File: src/rtl/z16_button_conditioner.sv
// Button conditioner for the Z16 button MMIO read: sync, debounce, strobes, pending, count.
// Ports: i_clk, i_rst_n, i_btn_raw, i_pending_clr -> o_btn_level, o_press/release_pulse, o_press_pending, o_press_count.
module z16_button_conditioner #(
  parameter int SYNC_STAGES     = 2,
  parameter int DEBOUNCE_CYCLES = 270000,
  parameter int CNT_W           = 19,
  parameter bit RAW_ACTIVE_LOW  = 1'b1
) (
  input  logic       i_clk,
  input  logic       i_rst_n,
  input  logic       i_btn_raw,
  input  logic       i_pending_clr,
  output logic       o_btn_level,
  output logic       o_press_pulse,
  output logic       o_release_pulse,
  output logic       o_press_pending,
  output logic [7:0] o_press_count
);

  if (SYNC_STAGES < 2 || DEBOUNCE_CYCLES < 1 ||
      ((DEBOUNCE_CYCLES - 1) >> CNT_W) != 0) begin : g_cfg_err
    $error("z16_button_conditioner: bad SYNC_STAGES/DEBOUNCE_CYCLES/CNT_W");
  end

  typedef enum logic [1:0] {
    UP,
    DOWN_CHK,
    DOWN,
    UP_CHK
  } state_t;

  localparam logic [CNT_W-1:0] LAST = CNT_W'(DEBOUNCE_CYCLES - 1);

  logic [SYNC_STAGES-1:0] sync;
  logic                   sample;
  state_t                 state;
  logic [CNT_W-1:0]       cnt;

  // Reset loads the released pad level so no spurious press follows reset.
  always_ff @(posedge i_clk or negedge i_rst_n) begin
    if (!i_rst_n) begin
      sync <= {SYNC_STAGES{RAW_ACTIVE_LOW}};
    end else begin
      sync <= {sync[SYNC_STAGES-2:0], i_btn_raw};
    end
  end

  assign sample = sync[SYNC_STAGES-1] ^ RAW_ACTIVE_LOW;

  always_ff @(posedge i_clk or negedge i_rst_n) begin
    if (!i_rst_n) begin
      state           <= UP;
      cnt             <= '0;
      o_btn_level     <= 1'b0;
      o_press_pulse   <= 1'b0;
      o_release_pulse <= 1'b0;
      o_press_pending <= 1'b0;
      o_press_count   <= 8'd0;
    end else begin
      o_press_pulse   <= 1'b0;
      o_release_pulse <= 1'b0;
      // Set is held through the pulse cycle so a clear there cannot drop it.
      o_press_pending <= o_press_pulse |
                         (o_press_pending & ~i_pending_clr);
      unique case (state)
        UP: begin
          if (sample) begin
            state <= DOWN_CHK;
            cnt   <= '0;
          end
        end
        DOWN_CHK: begin
          if (!sample) begin
            state <= UP;
            cnt   <= '0;
          end else if (cnt == LAST) begin
            state           <= DOWN;
            cnt             <= '0;
            o_btn_level     <= 1'b1;
            o_press_pulse   <= 1'b1;
            o_press_pending <= 1'b1;
            o_press_count   <= o_press_count + 8'd1;
          end else begin
            cnt <= cnt + 1'b1;
          end
        end
        DOWN: begin
          if (!sample) begin
            state <= UP_CHK;
            cnt   <= '0;
          end
        end
        UP_CHK: begin
          if (sample) begin
            state <= DOWN;
            cnt   <= '0;
          end else if (cnt == LAST) begin
            state           <= UP;
            cnt             <= '0;
            o_btn_level     <= 1'b0;
            o_release_pulse <= 1'b1;
          end else begin
            cnt <= cnt + 1'b1;
          end
        end
        default: begin
          state <= UP;
          cnt   <= '0;
        end
      endcase
    end
  end

endmodule

File: config.mk
export PLATFORM = sky130hd
export DESIGN_NAME = z16_button_conditioner
export DESIGN_NICKNAME = d
export VERILOG_FILES = /design/src/rtl/z16_button_conditioner.sv
export SDC_FILE = /design/constraint.sdc
export NUM_CORES = 1
export LEC_CHECK = 0
export CAP_MARGIN = 20
export CORE_MARGIN = 2
export CORE_UTILIZATION = 45
export DETAILED_ROUTE_END_ITERATION = 16
export GPL_TIMING_DRIVEN = 0
export REMOVE_ABC_BUFFERS = 1
export SLEW_MARGIN = 20
export SYNTH_ARGS = -nofsm -noshare
export SYNTH_HDL_FRONTEND = slang
export SYNTH_SLANG_ARGS = --single-unit
File: constraint.sdc
create_clock -name i_clk -period 5.9 [get_ports i_clk]
set_clock_uncertainty 0.15 [all_clocks]
set_input_delay 1.77 -clock i_clk [delete_from_list [all_inputs] [get_ports i_clk]]
set_output_delay 1.77 -clock i_clk [all_outputs]
set_load 0.02 [all_outputs]
==> results of run 1 <==
power by group through the flow:
stage                     clock network [uW]  registers, uW  logic [uW]
after floorplan                            0            279         108
after global placement                     0            284         145
after detailed placement                   0            283         159
after CTS                                173            279         158
after global routing                     182            283         181
final                                    166            279         158
kinds of logic (layout without fill, tap and decap cells):
logic type	count (synthesis)	count (layout)	synth area share, %
and+or+nand+nor	72	72	22.0
adders and majority gates	2	2	1.44
DFF	35	35	50.4
xor gates and xnor gates	11	11	5.53
buffers and inverters	10	29	3.09
AOI/OAI and AO/OA	44	44	16.3
muxes	2	2	1.22
through the flow:
| stage | utilization [%] | area, sq um | cells | hold WS (ns) | power, uW |
|---|---|---|---|---|---|
| final | 55.2 | 2040 | 243 | 0.210 | 603 |
| after global routing | 55.2 | 2040 | 243 | 0.220 | 645 |
| after CTS | 55.2 | 2040 | 243 | 0.211 | 611 |
| after detailed placement | 52.9 | 1950 | 235 | 0.201 | 442 |
| after global placement | 51.9 | 1910 | 233 | 0.199 | 429 |
| after floorplan | - | 1700 | 170 | 0.195 | 387 |
cells in the mapped netlist:
| cell | number |
|---|---|
| dfrtp_1 | 33 |
| nand2_1 | 19 |
| a21oi_1 | 13 |
| nand3_1 | 11 |
| and3_1 | 10 |
| o21ai_0 | 9 |
| xnor2_1 | 9 |
| a31oi_1 | 8 |
| a21o_1 | 7 |
| nor2_1 | 7 |
| nor3_1 | 7 |
| nand4_1 | 6 |
| inv_1 | 4 |
| or2_2 | 3 |
| buf_4 | 2 |
| dfstp_2 | 2 |
| ha_1 | 2 |
| or3_1 | 2 |
| xor2_1 | 2 |
| a211o_1 | 1 |
| a21bo_2 | 1 |
| a22o_1 | 1 |
| a41oi_2 | 1 |
| and4_1 | 1 |
| buf_1 | 1 |
| buf_2 | 1 |
| buf_6 | 1 |
| clkbuf_1 | 1 |
| mux2_2 | 1 |
| mux2i_1 | 1 |
| nand2b_1 | 1 |
| nor2_4 | 1 |
| nor4_1 | 1 |
| nor4b_1 | 1 |
| nor4bb_1 | 1 |
| o21ai_1 | 1 |
| o21ba_2 | 1 |
| o31ai_2 | 1 |
| or4b_4 | 1 |
final timing paths:
check	startpoint	endpoint	slack, ns
max in group asynchronous	i_rst_n	cnt[0]	3.90
setup / recovery	o_press_count[2]	o_press_count[2]	2.61
setup reg to reg	cnt[16]	o_press_count[1]	3.63
min in group asynchronous	i_rst_n	o_press_count[6]	1.27
hold / removal	sync[0]	sync[1]	0.21
hold reg to reg	sync[0]	sync[1]	0.21
sequential cells by signal, summed over array words and instances, names as in the netlist, named ones only:
register	flops
o_release_pulse	1
o_btn_level	1
sync	2
o_press_pulse	1
cnt	19
state	1
o_press_count	8
o_press_pending	1
routing by layer:
layer | vias to the layer above | GRT usage (%) | routed length, microns | part of all wire [%]
li1 | 678 | - | - | -
met4 | 0 | 10.5 | 78 | 2.3
met3 | 7 | 4.09 | 171 | 5.0
met1 | 642 | 25.1 | 1660 | 49
met5 | - | 0 | 0 | 0
met2 | 34 | 29.0 | 1520 | 44
final cells by class:
class	count	area [sq um]	share of cell area [%]
flip-flops and latches	35	878	43.1
well taps	48	60.1	2.95
clock buffers	5	68.8	3.38
inverters	4	15.0	0.738
multi-input cells	131	815	40.0
clock inverters	3	15.0	0.738
repair buffers	17	184	9.04
==> results.sh, run 1 <==
export IMPL_status="complete, no violations"
export IMPL_critPathLaunchType="flop"
export IMPL_ctsHoldBuffers=0
export IMPL_period_share_pct=55.8
export IMPL_nets=200
export IMPL_yosys_warnings=0
export IMPL_die_h_microns=66.2
export IMPL_crit_path_max_incr_delay_ns=0.64
export IMPL_synth_area_leaders="dfrtp_1, xnor2_1, nand2_1"
export IMPL_place_gp_congestion=0.795
export IMPL_design_die_area_sq_um=4390
export IMPL_ys_ff_latch=35
export IMPL_numPortBuffers=15
export IMPL_clk_pin_slew_worst_paths_ns=0.07
export IMPL_tns_ns=0
export IMPL_max_vdd_ir_drop_v=0.000240
export IMPL_worstHoldPathCells=0
export IMPL_max_freq_mhz=304
export IMPL_clkPwrFrac_pct=27.6
export IMPL_antenna_found_initial=0
export IMPL_syn_avg_cell_area_sq_um=9.90
export IMPL_fin_crit_ns=3.29
export IMPL_seqPwrFrac_pct=46.3
export IMPL_final_setup_worst_slack_ns=2.61
export IMPL_antennaDiodeCount=0
export IMPL_report_final_slew_viol_count=0
export IMPL_hold_violations=0
export IMPL_yosys_area_top_type="dfrtp_1"
export IMPL_syn_inst=176
export IMPL_cp_depth=1
export IMPL_finalSetupViolations=0
export IMPL_ant_nets=0
export IMPL_cts_sinks=35
export IMPL_drt_vias_per_instance=5.60
export IMPL_num_io_pins=16
export IMPL_power_frac_comb_pct=26.1
export IMPL_dp_hpwl_mm=2.47
export IMPL_ff2ff_path_depth=4
export IMPL_layout_cells_most_common="dfrtp_1"
export IMPL_post_cts_buffers=0
export IMPL_crit_family="buffers and inverters"
export IMPL_hold_path_class="reg2reg"
export IMPL_crit_path_end_kind="output pin"
export IMPL_p_per_area_nw_per_um2=296
export IMPL_h_tree_depth=2
export IMPL_synth_seq_area_share_pct=50.4
export IMPL_area_delta_synth_final_pct=16.8
export IMPL_grt_max_degree=20
export IMPL_worstSetupPathType="reg2out"
export IMPL_first_pass_iters=4
export IMPL_power_switching_share_pct=34.9
export IMPL_wire_per_inst_microns=14.1
export IMPL_clk_path_buf_depth=2
export IMPL_die_w_microns=66.2
export IMPL_clockRootBuffer="clkbuf_8"
export IMPL_rsz0062_at_grt="false"
export IMPL_synth_cell_type_count=39
export IMPL_cts_tree="done"
export IMPL_initial_core_util_pct=47.3
export IMPL_layout_common_cells="dfrtp_1, nand2_1, clkdlybuf4s50_1"
export IMPL_max_cap_violations=0
export IMPL_total_leakage_power_uw=0.000913
export IMPL_path_max_fanout=6
export IMPL_finalWirelength_mm=3.43
export IMPL_drt_iter0_drc=67
export IMPL_clk_latency_ns=0.29
export IMPL_overflow=0
export IMPL_worst_ep_arrival_time_ns=1.37
export IMPL_place_ws_ns=2.93
export IMPL_cts_resized=0
export IMPL_cp_num_buf_inv=1
export IMPL_yosysTopAreaCellShare_pct=47.4
export IMPL_switchingPower_uw=211
export IMPL_crit_chain="clkdlybuf4s50_1"
export IMPL_worstMarginPinSlew_ns=0.895
export IMPL_p_int_uw=393
export IMPL_relSlewSlack_pct=40.1
export IMPL_cts_made_buffers=5
export IMPL_grt_pass1_wl_mm=6.17
export IMPL_drc=0
export IMPL_coreArea_sq_um=3690
export IMPL_vias=1361
export IMPL_syn_cell_area_sq_um=1740
export IMPL_num_rows=22
export IMPL_critPathSlowestCell="clkdlybuf4s50_1"
export IMPL_drive_above_1_share_pct=12.3
export IMPL_track_usage_pct=19.0
export IMPL_grt_pass1_vias=1309
export IMPL_worstPathRequired_ns=3.98
export IMPL_n_fill_cell=330
No activity file was read; power rests on OpenSTA's default activity.
==> inputs of run 2 (changes only) <==
==> constraint.sdc (replaced) <==
create_clock -name i_clk -period 3.1 [get_ports i_clk]
set_clock_uncertainty 0.15 [all_clocks]
set_input_delay 0.93 -clock i_clk [delete_from_list [all_inputs] [get_ports i_clk]]
set_output_delay 0.93 -clock i_clk [all_outputs]
set_load 0.02 [all_outputs]
==> results of run 2 <==
Same layout as run 1 (identical final DEF). Status: complete, no violations.
Main changes from that run: setup slack after placement 2.93 ns -> 0.879 ns; setup slack after layout 2.61 ns -> 0.650 ns; register-to-register setup slack 3.63 ns -> 0.83 ns; total power 603 uW -> 1150 uW; worst IR drop on VDD 0.000240 V -> 0.000457 V
